<file path="src/rtl/cfg_ctx_out_pea_seq_pkg.sv">
`default_nettype none
// ============================================================================
// Module  : cfg_ctx_out_pea_seq_pkg
// Brief   : Shared sizes, sequencer state type and context selector type for
//           the multi-context PEA output-selector configuration block.
// Revision: 1.0 - initial release
// ============================================================================
package cfg_ctx_out_pea_seq_pkg;

    // Crossbar geometry: M legal sources, LOG_M bits per selector
    localparam int M         = 6;
    localparam int LOG_M     = 3;

    // PEA geometry
    localparam int N_OUT_PEA = 4;
    localparam int KMEM_SIZE = 4;
    localparam int N_CFG_REGS_SEL_OUT_PEA = (N_OUT_PEA * KMEM_SIZE * LOG_M + 31) / 32;

    typedef enum logic [1:0] {
        IDLE = 2'd0,
        LOAD = 2'd1,
        RUN  = 2'd2
    } out_seq_state_e;

    typedef logic [N_OUT_PEA-1:0][LOG_M-1:0] out_sel_ctx_t;

    // Width of a context index; a single context still needs one bit
    function automatic int ctx_width(input int n);
        return (n > 1) ? $clog2(n) : 1;
    endfunction

endpackage
`default_nettype wire

</file>
<file path="src/rtl/cfg_ctx_out_pea_seq_if.sv">
`default_nettype none
// ============================================================================
// Module  : cfg_ctx_out_pea_seq_if
// Brief   : Config/control bundle between PEA controller, config register file
//           and the output-selector sequencer.
// Revision: 1.0 - initial release
// ============================================================================
interface cfg_ctx_out_pea_seq_if #(
    parameter int N_OUT       = cfg_ctx_out_pea_seq_pkg::N_OUT_PEA,
    parameter int LOG_M       = cfg_ctx_out_pea_seq_pkg::LOG_M,
    parameter int N_CTX       = cfg_ctx_out_pea_seq_pkg::KMEM_SIZE,
    parameter int N_CFG_WORDS = cfg_ctx_out_pea_seq_pkg::N_CFG_REGS_SEL_OUT_PEA
);
    localparam int CTX_W = cfg_ctx_out_pea_seq_pkg::ctx_width(N_CTX);

    logic [N_CFG_WORDS*32-1:0]    reg_cfg_sel_i;
    logic                         start_i;
    logic [CTX_W-1:0]             n_ctx_i;
    logic [15:0]                  n_iter_i;
    logic                         step_i;
    logic                         abort_i;
    logic [N_OUT-1:0][LOG_M-1:0]  sel_output_o;
    logic [CTX_W-1:0]             ctx_o;
    logic                         busy_o;
    logic                         done_o;
    logic                         cfg_err_o;

    modport master (
        output reg_cfg_sel_i, start_i, n_ctx_i, n_iter_i, step_i, abort_i,
        input  sel_output_o, ctx_o, busy_o, done_o, cfg_err_o
    );

    modport slave (
        input  reg_cfg_sel_i, start_i, n_ctx_i, n_iter_i, step_i, abort_i,
        output sel_output_o, ctx_o, busy_o, done_o, cfg_err_o
    );

endinterface
`default_nettype wire

</file>
<file path="src/rtl/cfg_ctx_out_pea_unpack.sv">
`default_nettype none
// ============================================================================
// Module  : cfg_ctx_out_pea_unpack
// Brief   : Combinational slicer from the flat config bus to per-context
//           selector words. MAGE_OUT_SEL_CHECK_EN zeroes illegal selectors
//           (>= N_SRC) and flags them on err.
// Revision: 1.0 - initial release
// ============================================================================
module cfg_ctx_out_pea_unpack #(
    parameter int N_OUT       = cfg_ctx_out_pea_seq_pkg::N_OUT_PEA,
    parameter int LOG_M       = cfg_ctx_out_pea_seq_pkg::LOG_M,
    parameter int N_CTX       = cfg_ctx_out_pea_seq_pkg::KMEM_SIZE,
    parameter int N_SRC       = cfg_ctx_out_pea_seq_pkg::M,
    parameter int N_CFG_WORDS = cfg_ctx_out_pea_seq_pkg::N_CFG_REGS_SEL_OUT_PEA
) (
    input  wire logic [N_CFG_WORDS*32-1:0]               reg_cfg_sel,
    output logic      [N_CTX-1:0][N_OUT-1:0][LOG_M-1:0]  ctx_sel,
    output logic                                         err
);
    localparam int N_BITS = N_CTX * N_OUT * LOG_M;

    logic [N_CTX*N_OUT-1:0] w_bad;

`ifdef MAGE_OUT_SEL_CHECK_EN
    localparam logic [LOG_M:0] c_n_src = (LOG_M+1)'(N_SRC);
`endif

    for (genvar c = 0; c < N_CTX; c++) begin : g_ctx
        for (genvar j = 0; j < N_OUT; j++) begin : g_out
            logic [LOG_M-1:0] w_raw;
            assign w_raw = reg_cfg_sel[((c*N_OUT+j+1)*LOG_M)-1 -: LOG_M];
`ifdef MAGE_OUT_SEL_CHECK_EN
            assign w_bad[c*N_OUT+j] = ({1'b0, w_raw} >= c_n_src);
            assign ctx_sel[c][j]    = w_bad[c*N_OUT+j] ? '0 : w_raw;
`else
            assign w_bad[c*N_OUT+j] = 1'b0;
            if (N_SRC > 0) begin : g_pass
                assign ctx_sel[c][j] = w_raw;
            end else begin : g_none
                assign ctx_sel[c][j] = '0;
            end
`endif
        end
    end

    assign err = |w_bad;

    // Padding bits above the last selector in the final config word
    if (N_CFG_WORDS*32 > N_BITS) begin : g_spare
        logic w_unused_pad;
        assign w_unused_pad = ^reg_cfg_sel[N_CFG_WORDS*32-1:N_BITS];
    end

endmodule
`default_nettype wire

</file>
<file path="src/rtl/cfg_ctx_out_pea_seq.sv">
`default_nettype none
// ============================================================================
// Module  : cfg_ctx_out_pea_seq
// Brief   : Snapshots all selector contexts on start, then steps through them
//           per PEA iteration driving registered crossbar selectors.
//           Optional MAGE_OUT_SEL_CHECK_EN enables illegal-selector checking.
// Revision: 1.0 - initial release
// ============================================================================
module cfg_ctx_out_pea_seq #(
    parameter int N_OUT       = cfg_ctx_out_pea_seq_pkg::N_OUT_PEA,
    parameter int LOG_M       = cfg_ctx_out_pea_seq_pkg::LOG_M,
    parameter int N_CTX       = cfg_ctx_out_pea_seq_pkg::KMEM_SIZE,
    parameter int N_SRC       = cfg_ctx_out_pea_seq_pkg::M,
    parameter int N_CFG_WORDS = cfg_ctx_out_pea_seq_pkg::N_CFG_REGS_SEL_OUT_PEA
) (
    input  wire logic            clk_i,
    input  wire logic            rst_i,
    cfg_ctx_out_pea_seq_if.slave io
);
    import cfg_ctx_out_pea_seq_pkg::*;

    localparam int CTX_W = ctx_width(N_CTX);
    localparam logic [CTX_W-1:0] c_ctx_max = CTX_W'(N_CTX - 1);

    typedef logic [N_OUT-1:0][LOG_M-1:0] sel_t;

    out_seq_state_e                 r_state, w_state_nxt;
    logic [N_CTX-1:0][N_OUT-1:0][LOG_M-1:0] r_shadow, w_shadow_nxt, w_unpacked;
    sel_t                           r_sel, w_sel_nxt;
    logic [CTX_W-1:0]               r_ctx, w_ctx_nxt, w_ctx_inc;
    logic [CTX_W-1:0]               r_n_ctx, w_n_ctx_nxt, w_n_ctx_clamped;
    logic [15:0]                    r_iter, w_iter_nxt, r_n_iter, w_n_iter_nxt;
    logic                           r_done, w_done_nxt;
    logic                           r_cfg_err, w_cfg_err_nxt, w_unpack_err;

    cfg_ctx_out_pea_unpack #(
        .N_OUT       (N_OUT),
        .LOG_M       (LOG_M),
        .N_CTX       (N_CTX),
        .N_SRC       (N_SRC),
        .N_CFG_WORDS (N_CFG_WORDS)
    ) u_unpack (
        .reg_cfg_sel (io.reg_cfg_sel_i),
        .ctx_sel     (w_unpacked),
        .err         (w_unpack_err)
    );

    // Clamp only exists when the index width can encode more than N_CTX contexts
    if ((2 ** CTX_W) > N_CTX) begin : g_clamp
        assign w_n_ctx_clamped = (io.n_ctx_i > c_ctx_max) ? c_ctx_max : io.n_ctx_i;
    end else begin : g_noclamp
        assign w_n_ctx_clamped = io.n_ctx_i;
    end

    assign w_ctx_inc = r_ctx + CTX_W'(1);

    always_comb begin
        w_state_nxt   = r_state;
        w_shadow_nxt  = r_shadow;
        w_sel_nxt     = r_sel;
        w_ctx_nxt     = r_ctx;
        w_iter_nxt    = r_iter;
        w_n_ctx_nxt   = r_n_ctx;
        w_n_iter_nxt  = r_n_iter;
        w_done_nxt    = 1'b0;
        w_cfg_err_nxt = r_cfg_err;
        unique case (r_state)
            IDLE: begin
                if (io.start_i) begin
                    w_state_nxt   = LOAD;
                    w_shadow_nxt  = w_unpacked;
                    w_cfg_err_nxt = w_unpack_err;
                    w_n_ctx_nxt   = w_n_ctx_clamped;
                    w_n_iter_nxt  = io.n_iter_i;
                end
            end
            LOAD: begin
                if (io.abort_i) begin
                    w_state_nxt = IDLE;
                end else begin
                    w_state_nxt = RUN;
                    w_sel_nxt   = r_shadow[0];
                    w_ctx_nxt   = '0;
                    w_iter_nxt  = '0;
                end
            end
            RUN: begin
                if (io.abort_i) begin
                    w_state_nxt = IDLE;
                end else if (io.step_i) begin
                    if (r_ctx < r_n_ctx) begin
                        w_ctx_nxt = w_ctx_inc;
                        w_sel_nxt = r_shadow[w_ctx_inc];
                    end else begin
                        w_ctx_nxt = '0;
                        // Final wrap ends the sequence; selectors keep the last context
                        if (r_iter == r_n_iter) begin
                            w_state_nxt = IDLE;
                            w_done_nxt  = 1'b1;
                        end else begin
                            w_iter_nxt = r_iter + 16'd1;
                            w_sel_nxt  = r_shadow[0];
                        end
                    end
                end
            end
            default: w_state_nxt = IDLE;
        endcase
    end

    always_ff @(posedge clk_i) begin
        if (rst_i) begin
            r_state   <= IDLE;
            r_shadow  <= '0;
            r_sel     <= '0;
            r_ctx     <= '0;
            r_iter    <= '0;
            r_n_ctx   <= '0;
            r_n_iter  <= '0;
            r_done    <= 1'b0;
            r_cfg_err <= 1'b0;
        end else begin
            r_state   <= w_state_nxt;
            r_shadow  <= w_shadow_nxt;
            r_sel     <= w_sel_nxt;
            r_ctx     <= w_ctx_nxt;
            r_iter    <= w_iter_nxt;
            r_n_ctx   <= w_n_ctx_nxt;
            r_n_iter  <= w_n_iter_nxt;
            r_done    <= w_done_nxt;
            r_cfg_err <= w_cfg_err_nxt;
        end
    end

    assign io.sel_output_o = r_sel;
    assign io.ctx_o        = r_ctx;
    assign io.busy_o       = (r_state != IDLE);
    assign io.done_o       = r_done;
    assign io.cfg_err_o    = r_cfg_err;

endmodule
`default_nettype wire
</file>
<file path="src/flat_wrapper.sv">
// flat-port wrapper written by rule: the top's interface ports become plain ports
module cfg_ctx_out_pea_seq_flat import cfg_ctx_out_pea_seq_pkg::*;
#(
    parameter int N_OUT       = cfg_ctx_out_pea_seq_pkg::N_OUT_PEA,
    parameter int LOG_M       = cfg_ctx_out_pea_seq_pkg::LOG_M,
    parameter int N_CTX       = cfg_ctx_out_pea_seq_pkg::KMEM_SIZE,
    parameter int N_SRC       = cfg_ctx_out_pea_seq_pkg::M,
    parameter int N_CFG_WORDS = cfg_ctx_out_pea_seq_pkg::N_CFG_REGS_SEL_OUT_PEA
)
  (clk_i, rst_i, io_reg_cfg_sel_i, io_start_i, io_n_ctx_i, io_n_iter_i, io_step_i, io_abort_i, io_sel_output_o, io_ctx_o, io_busy_o, io_done_o, io_cfg_err_o);
  cfg_ctx_out_pea_seq_if #(.N_OUT(N_OUT), .LOG_M(LOG_M), .N_CTX(N_CTX), .N_CFG_WORDS(N_CFG_WORDS)) io_i ();
  input  wire logic clk_i;
  input  wire logic rst_i;
  input wire logic [$bits(io_i.reg_cfg_sel_i)-1:0] io_reg_cfg_sel_i;
  input wire logic [$bits(io_i.start_i)-1:0] io_start_i;
  input wire logic [$bits(io_i.n_ctx_i)-1:0] io_n_ctx_i;
  input wire logic [$bits(io_i.n_iter_i)-1:0] io_n_iter_i;
  input wire logic [$bits(io_i.step_i)-1:0] io_step_i;
  input wire logic [$bits(io_i.abort_i)-1:0] io_abort_i;
  output wire logic [$bits(io_i.sel_output_o)-1:0] io_sel_output_o;
  output wire logic [$bits(io_i.ctx_o)-1:0] io_ctx_o;
  output wire logic [$bits(io_i.busy_o)-1:0] io_busy_o;
  output wire logic [$bits(io_i.done_o)-1:0] io_done_o;
  output wire logic [$bits(io_i.cfg_err_o)-1:0] io_cfg_err_o;
  assign io_i.reg_cfg_sel_i = io_reg_cfg_sel_i;
  assign io_i.start_i = io_start_i;
  assign io_i.n_ctx_i = io_n_ctx_i;
  assign io_i.n_iter_i = io_n_iter_i;
  assign io_i.step_i = io_step_i;
  assign io_i.abort_i = io_abort_i;
  assign io_sel_output_o = io_i.sel_output_o;
  assign io_ctx_o = io_i.ctx_o;
  assign io_busy_o = io_i.busy_o;
  assign io_done_o = io_i.done_o;
  assign io_cfg_err_o = io_i.cfg_err_o;
  cfg_ctx_out_pea_seq #(.N_OUT(N_OUT), .LOG_M(LOG_M), .N_CTX(N_CTX), .N_SRC(N_SRC), .N_CFG_WORDS(N_CFG_WORDS)) u_core (.clk_i(clk_i), .rst_i(rst_i), .io(io_i));
endmodule
</file>
<file path="config.mk">
export PLATFORM = sky130hd
export DESIGN_NAME = cfg_ctx_out_pea_seq_flat
export DESIGN_NICKNAME = d
export VERILOG_FILES = /design/src/rtl/cfg_ctx_out_pea_seq_pkg.sv /design/src/rtl/cfg_ctx_out_pea_seq_if.sv /design/src/rtl/cfg_ctx_out_pea_unpack.sv /design/src/rtl/cfg_ctx_out_pea_seq.sv /design/src/flat_wrapper.sv
export SDC_FILE = /design/constraint.sdc
export NUM_CORES = 1
export LEC_CHECK = 0
export ABC_AREA = 0
export BUFFER_PORTS_ARGS = -buffer_cell sky130_fd_sc_hd__buf_2
export CORE_MARGIN = 2
export CORE_UTILIZATION = 40
export DETAILED_ROUTE_END_ITERATION = 7
export PLACE_DENSITY_LB_ADDON = 0.1
export SYNTH_ARGS = -nofsm -noshare
export SYNTH_HDL_FRONTEND = slang
export SYNTH_HIERARCHICAL = 1
export SYNTH_SLANG_ARGS = --single-unit
</file>
<file path="constraint.sdc">
create_clock -name clk_i -period 1.76 [get_ports clk_i]
set_clock_uncertainty 0.05 [all_clocks]
set_input_delay 0.528 -clock clk_i [delete_from_list [all_inputs] [get_ports clk_i]]
set_output_delay 0.528 -clock clk_i [all_outputs]
set_load 0.1 [all_outputs]
</file>
==> results.py, run 1 <==
metrics = {
    "run_status": {
        "outcome": "complete, but fails checks",
        "violations": "negative setup slack",
    },
    "layout": {
        "final_layout_size_suffix_gt1_share_pct": 36.12,
        "layoutNonFillerInstCount": 889,
        "syn_to_final_growth_pct": 29.97,
        "antenna_cells": 0,
        "nets": 801,
    },
    "clock_tree": {
        "cts_hold_buf": 0,
        "htree_levels": 3,
        "clock_path_buffers": 2,
        "cts_tree": "done",
        "clk_pin_slew_ns": 0.07,
        "cts_sinks": 100,
        "clockRootBuffer": "clkbuf_16",
        "clk_latency_ns": 0.35,
        "numCtsBuffers": 9,
    },
    "sta": {
        "final_hold_viol_count": 0,
        "max_slew.worst_pin.slew_ns": 0.6661,
        "max-slew-margin-rel_pct": 55.55,
        "fin_crit_sh_pct": 108.5,
        "fin_ws_ns": -0.1494,
        "finalSetupViolations": 28,
        "fmax_mhz": 523.7,
        "period_needed_ns": 1.909,
        "slew_violations": 0,
        "rsz0062_at_grt": "true",
        "tns_ns": -2.624,
    },
    "floorplan": {
        "fp-row-count": 41,
        "io_pins": 104,
        "die_h_um": 117.6,
        "coreArea_mm2": 0.01262,
        "die_w_um": 117.6,
        "initial_utilization_pct": 40.89,
        "die-area_mm2": 0.01382,
    },
    "worst_setup_path": {
        "end_kind": "flip-flop",
        "crit_path_max_fanout": 5,
        "timing.rr.start": "u_core/io.ctx_o[1]",
        "rrSetupSlack_ns": -0.15,
        "r2r-end": "u_core/r_iter[9]",
        "worstSetupStartpointType": "flip-flop",
        "crit_arrival_ns": 2.14,
        "crit_required_ns": 1.99,
        "path_class": "flip-flop to flip-flop",
        "rr_worst_depth": 7,
    },
    "placement": {
        "placed_cells": 855,
        "preCtsSetupSlack_ns": -0.3153,
        "port_buffers": 87,
        "dp_hpwl_um": 8625,
        "gp_congestion": 0.8365,
    },
    "synth": {
        "synthDominantCellAreaShare_pct": 38.80,
        "syn_area_per_cell_um2": 8.139,
        "syn_inst": 634,
        "synth_edf_count": 0,
        "syn_nets": 723,
        "synthFlopType": "dfxtp_1",
        "netlist_top_cells_area": "dfxtp_1 39%, nand2_1 11%, a21oi_1 7.7%, buf_4 7.1%, mux2i_1 6.6%",
        "synth_warnings": 6,
        "ys_seq_area_share_pct": 38.80,
        "syn_area_mm2": 0.005160,
        "synth_top_cell_by_area": "dfxtp_1",
        "ys_seq_elements": 100,
        "synth_cell_types": 46,
        "synth-async-reset-ratio_pct": 0,
    },
    "job": {
        "cap_violations": 0,
    },
    "drt": {
        "routedWlPerCell_um": 14.77,
        "vias": 4458,
        "avgViaCountPerCell": 5.015,
        "first_pass_iters": 5,
        "finalWirelength_um": 13130,
        "ant_nets": 0,
        "route.detailed.drc": 0,
        "drt_iter0_markers": 293,
    },
    "power_and_ir_drop": {
        "p_leak_nw": 2.649,
        "p_per_area_mw_per_mm2": 773.0,
        "p_total_mw": 5.184,
        "peakVddDrop_mv": 0.5498,
    },
    "hold_path": {
        "hold_path_depth": 3,
        "min_to": "u_core/r_shadow[21]",
        "worstHoldPathType": "input pin to flip-flop",
        "min_from": "io_reg_cfg_sel_i[21]",
    },
    "grt": {
        "overflow": 0,
        "first_global_vias": 4269,
        "antenna_found_initial": 0,
        "grt_first_pass_wirelength_um": 21710,
        "grt_max_degree": 105,
        "grt_usage_pct": 19.43,
    },
}
==> registers in the layout (all words and copies together), names as in the netlist <==
signal,cells
u_core/io.ctx_o,2
u_core/io.cfg_err_o,1
u_core/io.sel_output_o,12
u_core/r_iter,16
u_core/r_state,2
u_core/r_n_iter,16
u_core/io.done_o,1
u_core/r_n_ctx,2
u_core/r_shadow,48
==> layout make-up <==
cell class | count | area (um2)
clock buffers | 11 | 254.0
clock inverters | 5 | 33.78
fillers | 1242 | 5913
inverters | 8 | 30.03
multi-input cells | 434 | 2928
flip-flops and latches | 100 | 2028
well taps | 172 | 215.2
repair buffers | 159 | 1217
==> metal layers <==
| metal | GRT usage, % | share of wire (%) | vias to the layer above |
|---|---|---|---|
| met1 | 26.32 | 49 | 2095 |
| met4 | 5.798 | 1.8 | 0 |
| met2 | 30.45 | 46 | 93 |
| li1 | - | - | 2250 |
| met3 | 5.087 | 4.0 | 20 |
| met5 | 0 | 0 | - |
==> per-stage QoR <==
stage | hold slack, ns | util [%] | instance area, um2
finish | 0.3575 | 53.14 | 6706
floorplan | 0.3829 | - | 5263
detailed placement | 0.3948 | 46.48 | 5866
global placement | 0.3894 | 46.48 | 5866
global route | 0.3418 | 53.14 | 6706
CTS | 0.3433 | 51.49 | 6497
==> cells in the mapped netlist (all sizes together) (9+ instances only) <==
cell / number
nand2: 158
dfxtp: 100
a21oi: 81
buf: 66
mux2i: 34
clkbuf: 26
nand2b: 22
nor2: 18
xnor2: 16
or3: 13
a211o: 12
a211oi: 11
o22ai: 11
nand3: 9
==> critical path, cell delays in order, from the launching register on <==
cell and delay, ns:
dfxtp_4 0.37, ha_4 0.13, or3b_4 0.16, a21oi_4 0.05
buf_6 0.12, or4b_4 0.55, a211oi_4 0.19, mux2i_1 0.20
==> how the worst max path moves through the flow <==
| stage | startpoint | endpoint | slack, ns | cells past startpoint |
|---|---|---|---|---|
| 6_report | u_core/io.ctx_o[1] | u_core/r_iter[9] | -0.15 | 7 |
| 5_1_grt | u_core/r_n_ctx[1] | u_core/io.sel_output_o[1] | -0.24 | 9 |
| 4_1_cts | u_core/r_n_ctx[1] | u_core/r_iter[15] | -0.24 | 8 |
| 3_5_place_dp | u_core/r_n_ctx[1] | u_core/io.sel_output_o[1] | -0.32 | 8 |
| 3_3_place_gp | u_core/r_n_ctx[1] | u_core/io.sel_output_o[9] | -0.26 | 7 |
| 2_1_floorplan | u_core/io.ctx_o[1] | u_core/io.sel_output_o[9] | -0.20 | 7 |
==> cell usage in the layout, fill, tap and decap left out, drive strengths merged, types with 2 or more instances in the layout <==
cell type	count
nand2	158
buf	156
dfxtp	100
a21oi	81
mux2i	34
nand2b	22
nor2	18
xnor2	16
clkbuf	14
or3	13
a211o	12
a211oi	11
o22ai	11
inv	9
nand3	9
o31ai	7
nand4	6
and3	6
mux2	6
clkinv	4
a21o	3
and2	2
nor4	2
nand3b	2
a221oi	2
ha	2
==> report_power, final <==
group	internal [mW]	leakage, nW	switching (mW)
Combinational	0.365	1.68	0.455
Sequential	2.36	0.825	0.0720
Clock	1.05	0.145	0.883
==> timing repair <==
item                                    in CTS  in global routing
gates resized for setup                     54                 36
buffers inserted                            13                  4
pin swaps                                   31                 25
cloned                                       1                  0
endpoints found under the setup margin      34                 37
==> cell families (layout without fill, tap and decap cells) <==
| family | Yosys count | count (layout) | synth area share, % |
|---|---|---|---|
| AND/OR/NAND/NOR | 244 | 244 | 21.92 |
| AO/OA/AOI/OAI | 131 | 131 | 16.59 |
| flip-flops | 100 | 100 | 38.80 |
| buffers and inverters | 100 | 183 | 11.52 |
| multiplexers | 40 | 40 | 7.905 |
| XOR/XNOR | 16 | 16 | 2.716 |
| adder cells (fa/ha/maj) | 2 | 2 | 0.4849 |
| other | 1 | 1 | 0.07268 |
No activity file was read; power rests on OpenSTA's default activity.
==> run 2, diff against run 1 <==
--- a/config.mk
+++ b/config.mk
@@ -11,6 +11,7 @@
 export CORE_UTILIZATION = 40
 export DETAILED_ROUTE_END_ITERATION = 7
 export PLACE_DENSITY_LB_ADDON = 0.1
+export RECOVER_POWER = 50
 export SYNTH_ARGS = -nofsm -noshare
 export SYNTH_HDL_FRONTEND = slang
 export SYNTH_HIERARCHICAL = 1
==> results.py, run 2 (synthesis gave the netlist of run 1 again) <==
metrics = {
    "placement": {
        "dp_hpwl_um": 8625,
        "gp_congestion": 0.8365,
        "placed_cell_area_mm2": 0.005866,
        "port_buffers": 87,
    },
    "power_and_ir_drop": {
        "p_per_area_mw_per_mm2": 774.1,
        "p_seq_share_pct": 47.0,
        "p_leak_nw": 2.640,
        "swShare_pct": 27.20,
        "p_int_mw": 3.767,
        "p_sw_mw": 1.408,
        "p_clk_share_pct": 37.3,
        "power_frac_comb_pct": 15.7,
        "peakVddDrop_mv": 0.5502,
    },
    "sta": {
        "finalSetupViolations": 29,
        "fmax_mhz": 523.8,
        "final_hold_viol_count": 0,
        "max-slew-margin-rel_pct": 55.82,
        "fin_crit_sh_pct": 108.5,
        "fin_ws_ns": -0.1493,
        "period_needed_ns": 1.909,
        "max_slew.worst_pin.slew_ns": 0.6620,
        "slew_violations": 0,
        "rsz0062_at_grt": "true",
    },
    "grt": {
        "grt_first_pass_wirelength_um": 21710,
        "grt_usage_pct": 19.43,
        "first_global_vias": 4269,
        "use_met1_pct": 26.32,
        "antenna_found_initial": 0,
        "grt_max_degree": 105,
        "grt.busiest_layer": "met2",
        "use_met2_pct": 30.45,
        "grt_use_met3_pct": 5.087,
        "overflow": 0,
    },
    "worst_setup_path": {
        "end_kind": "flip-flop",
        "rr_worst_depth": 7,
        "crit_arrival_ns": 2.14,
        "worstSetupStartpointType": "flip-flop",
        "crit_path_max_fanout": 5,
        "rrSetupSlack_ns": -0.15,
        "path_class": "flip-flop to flip-flop",
        "crit_required_ns": 1.99,
    },
    "layout": {
        "final_layout_size_suffix_gt1_share_pct": 35.84,
        "multi_input_area_mm2": 0.002922,
        "syn_to_final_growth_pct": 29.53,
        "top_regs": "u_core/r_shadow x48, u_core/r_iter x16, u_core/r_n_iter x16",
        "nets": 801,
        "final_cell_mix": "155 x nand2_1, 86 x dfxtp_1, 81 x buf_2, 74 x a21oi_1, 44 x buf_4",
        "n_fill_cell": 1249,
        "mostFrequentLayoutCell": "nand2_1",
        "regArea_mm2": 0.002027,
        "post-route-util_pct": 52.96,
        "largest-register": "u_core/r_shadow",
        "design_area_mm2": 0.006684,
        "antenna_cells": 0,
        "largest_register_ffs": 48,
    },
    "hold_path": {
        "worstHoldPathType": "input pin to flip-flop",
        "hold_path_depth": 3,
    },
    "drt": {
        "ant_nets": 0,
        "first_pass_iters": 5,
        "route.detailed.drc": 0,
        "avgViaCountPerCell": 5.026,
        "finalWirelength_um": 13150,
        "vias": 4468,
        "routedWlPerCell_um": 14.79,
        "drt_iter0_markers": 303,
    },
    "floorplan": {
        "die_h_um": 117.6,
        "die_w_um": 117.6,
        "io_pins": 104,
        "die-area_mm2": 0.01382,
        "coreArea_mm2": 0.01262,
        "fp-row-count": 41,
        "initial_utilization_pct": 40.89,
    },
    "job": {
        "cap_violations": 0,
    },
    "clock_tree": {
        "cts_hold_buf": 0,
        "htree_levels": 3,
        "clk_pin_slew_ns": 0.07,
        "clockRootBuffer": "clkbuf_16",
        "cts_sinks": 100,
        "clock_path_buffers": 2,
        "clk_latency_ns": 0.35,
        "cts_tree": "done",
        "numCtsBuffers": 9,
    },
    "run_status": {
        "outcome": "complete, but fails checks",
        "violations": "negative setup slack",
    },
}
[run 2: cell types whose count changed in the layout (fill, tap and decap cells not counted), sizes merged]
| cell | delta |
|---|---|
| clkbuf | +1 |
| buf | -1 |
[run 2: metrics by stage]
| stage | instances | hold slack [ns] | power [mW] | TNS, ns | worst slack (ns) |
|---|---|---|---|---|---|
| 6_report | 889 | 0.3568 | 5.174 | -2.649 | -0.1493 |
| 5_1_grt | 889 | 0.3418 | 5.432 | -10.35 | -0.2354 |
| 4_1_cts | 885 | 0.3433 | 5.217 | -3.293 | -0.2358 |
| 3_3_place_gp | 855 | 0.3894 | 3.182 | -5.484 | -0.2557 |
| 3_5_place_dp | 855 | 0.3948 | 3.195 | -6.481 | -0.3153 |
| 2_1_floorplan | 634 | 0.3829 | 3.002 | -3.410 | -0.1963 |
[run 2: power by group through the flow]
stage / sequential, mW / clock (mW) / combinational [mW]
final: 2.43 / 1.93 / 0.812
after global routing: 2.45 / 2.10 / 0.888
after CTS: 2.43 / 2.00 / 0.784
after detailed placement: 2.48 / 0 / 0.716
after global placement: 2.48 / 0 / 0.705
after floorplan: 2.51 / 0 / 0.491
[run 2: path summary, 6_finish.rpt]
path | start | to
min reg2reg | u_core/io.cfg_err_o | u_core/io.cfg_err_o
max reg2reg | u_core/io.ctx_o[1] | u_core/r_iter[9]
min | io_reg_cfg_sel_i[21] | u_core/r_shadow[21]
max | u_core/io.ctx_o[1] | u_core/r_iter[9]
[run 2: what timing repair did]
item                                    CTS  global route
endpoints found under the hold margin     0             0
setup buffers                            13             4
endpoints found under the setup margin   34            37
pin swaps                                31            25
resized for setup                        54            36
gates cloned                              1             0
[run 2: worst max-delay path, cell delays in order, from the launching register on]
cell,delay (ns)
dfxtp_4,0.37
ha_4,0.13
or3b_4,0.16
a21oi_4,0.05
buf_6,0.12
or4b_4,0.55
a211oi_4,0.19
mux2i_1,0.20
[run 2: routing by layer]
layer | vias to the layer above | wire, um
li1 | 2251 | -
met1 | 2103 | 6373
met2 | 94 | 6013
met3 | 20 | 532
met4 | 0 | 232
met5 | - | 0
[run 2: final cells by class]
class	count	area share (%)
clock inverter	5	0.5054
timing repair buffer	159	17.99
tap	172	3.220
sequential	100	30.33
multi-input combinational	434	43.71
clock buffer	11	3.800
inverter	8	0.4493
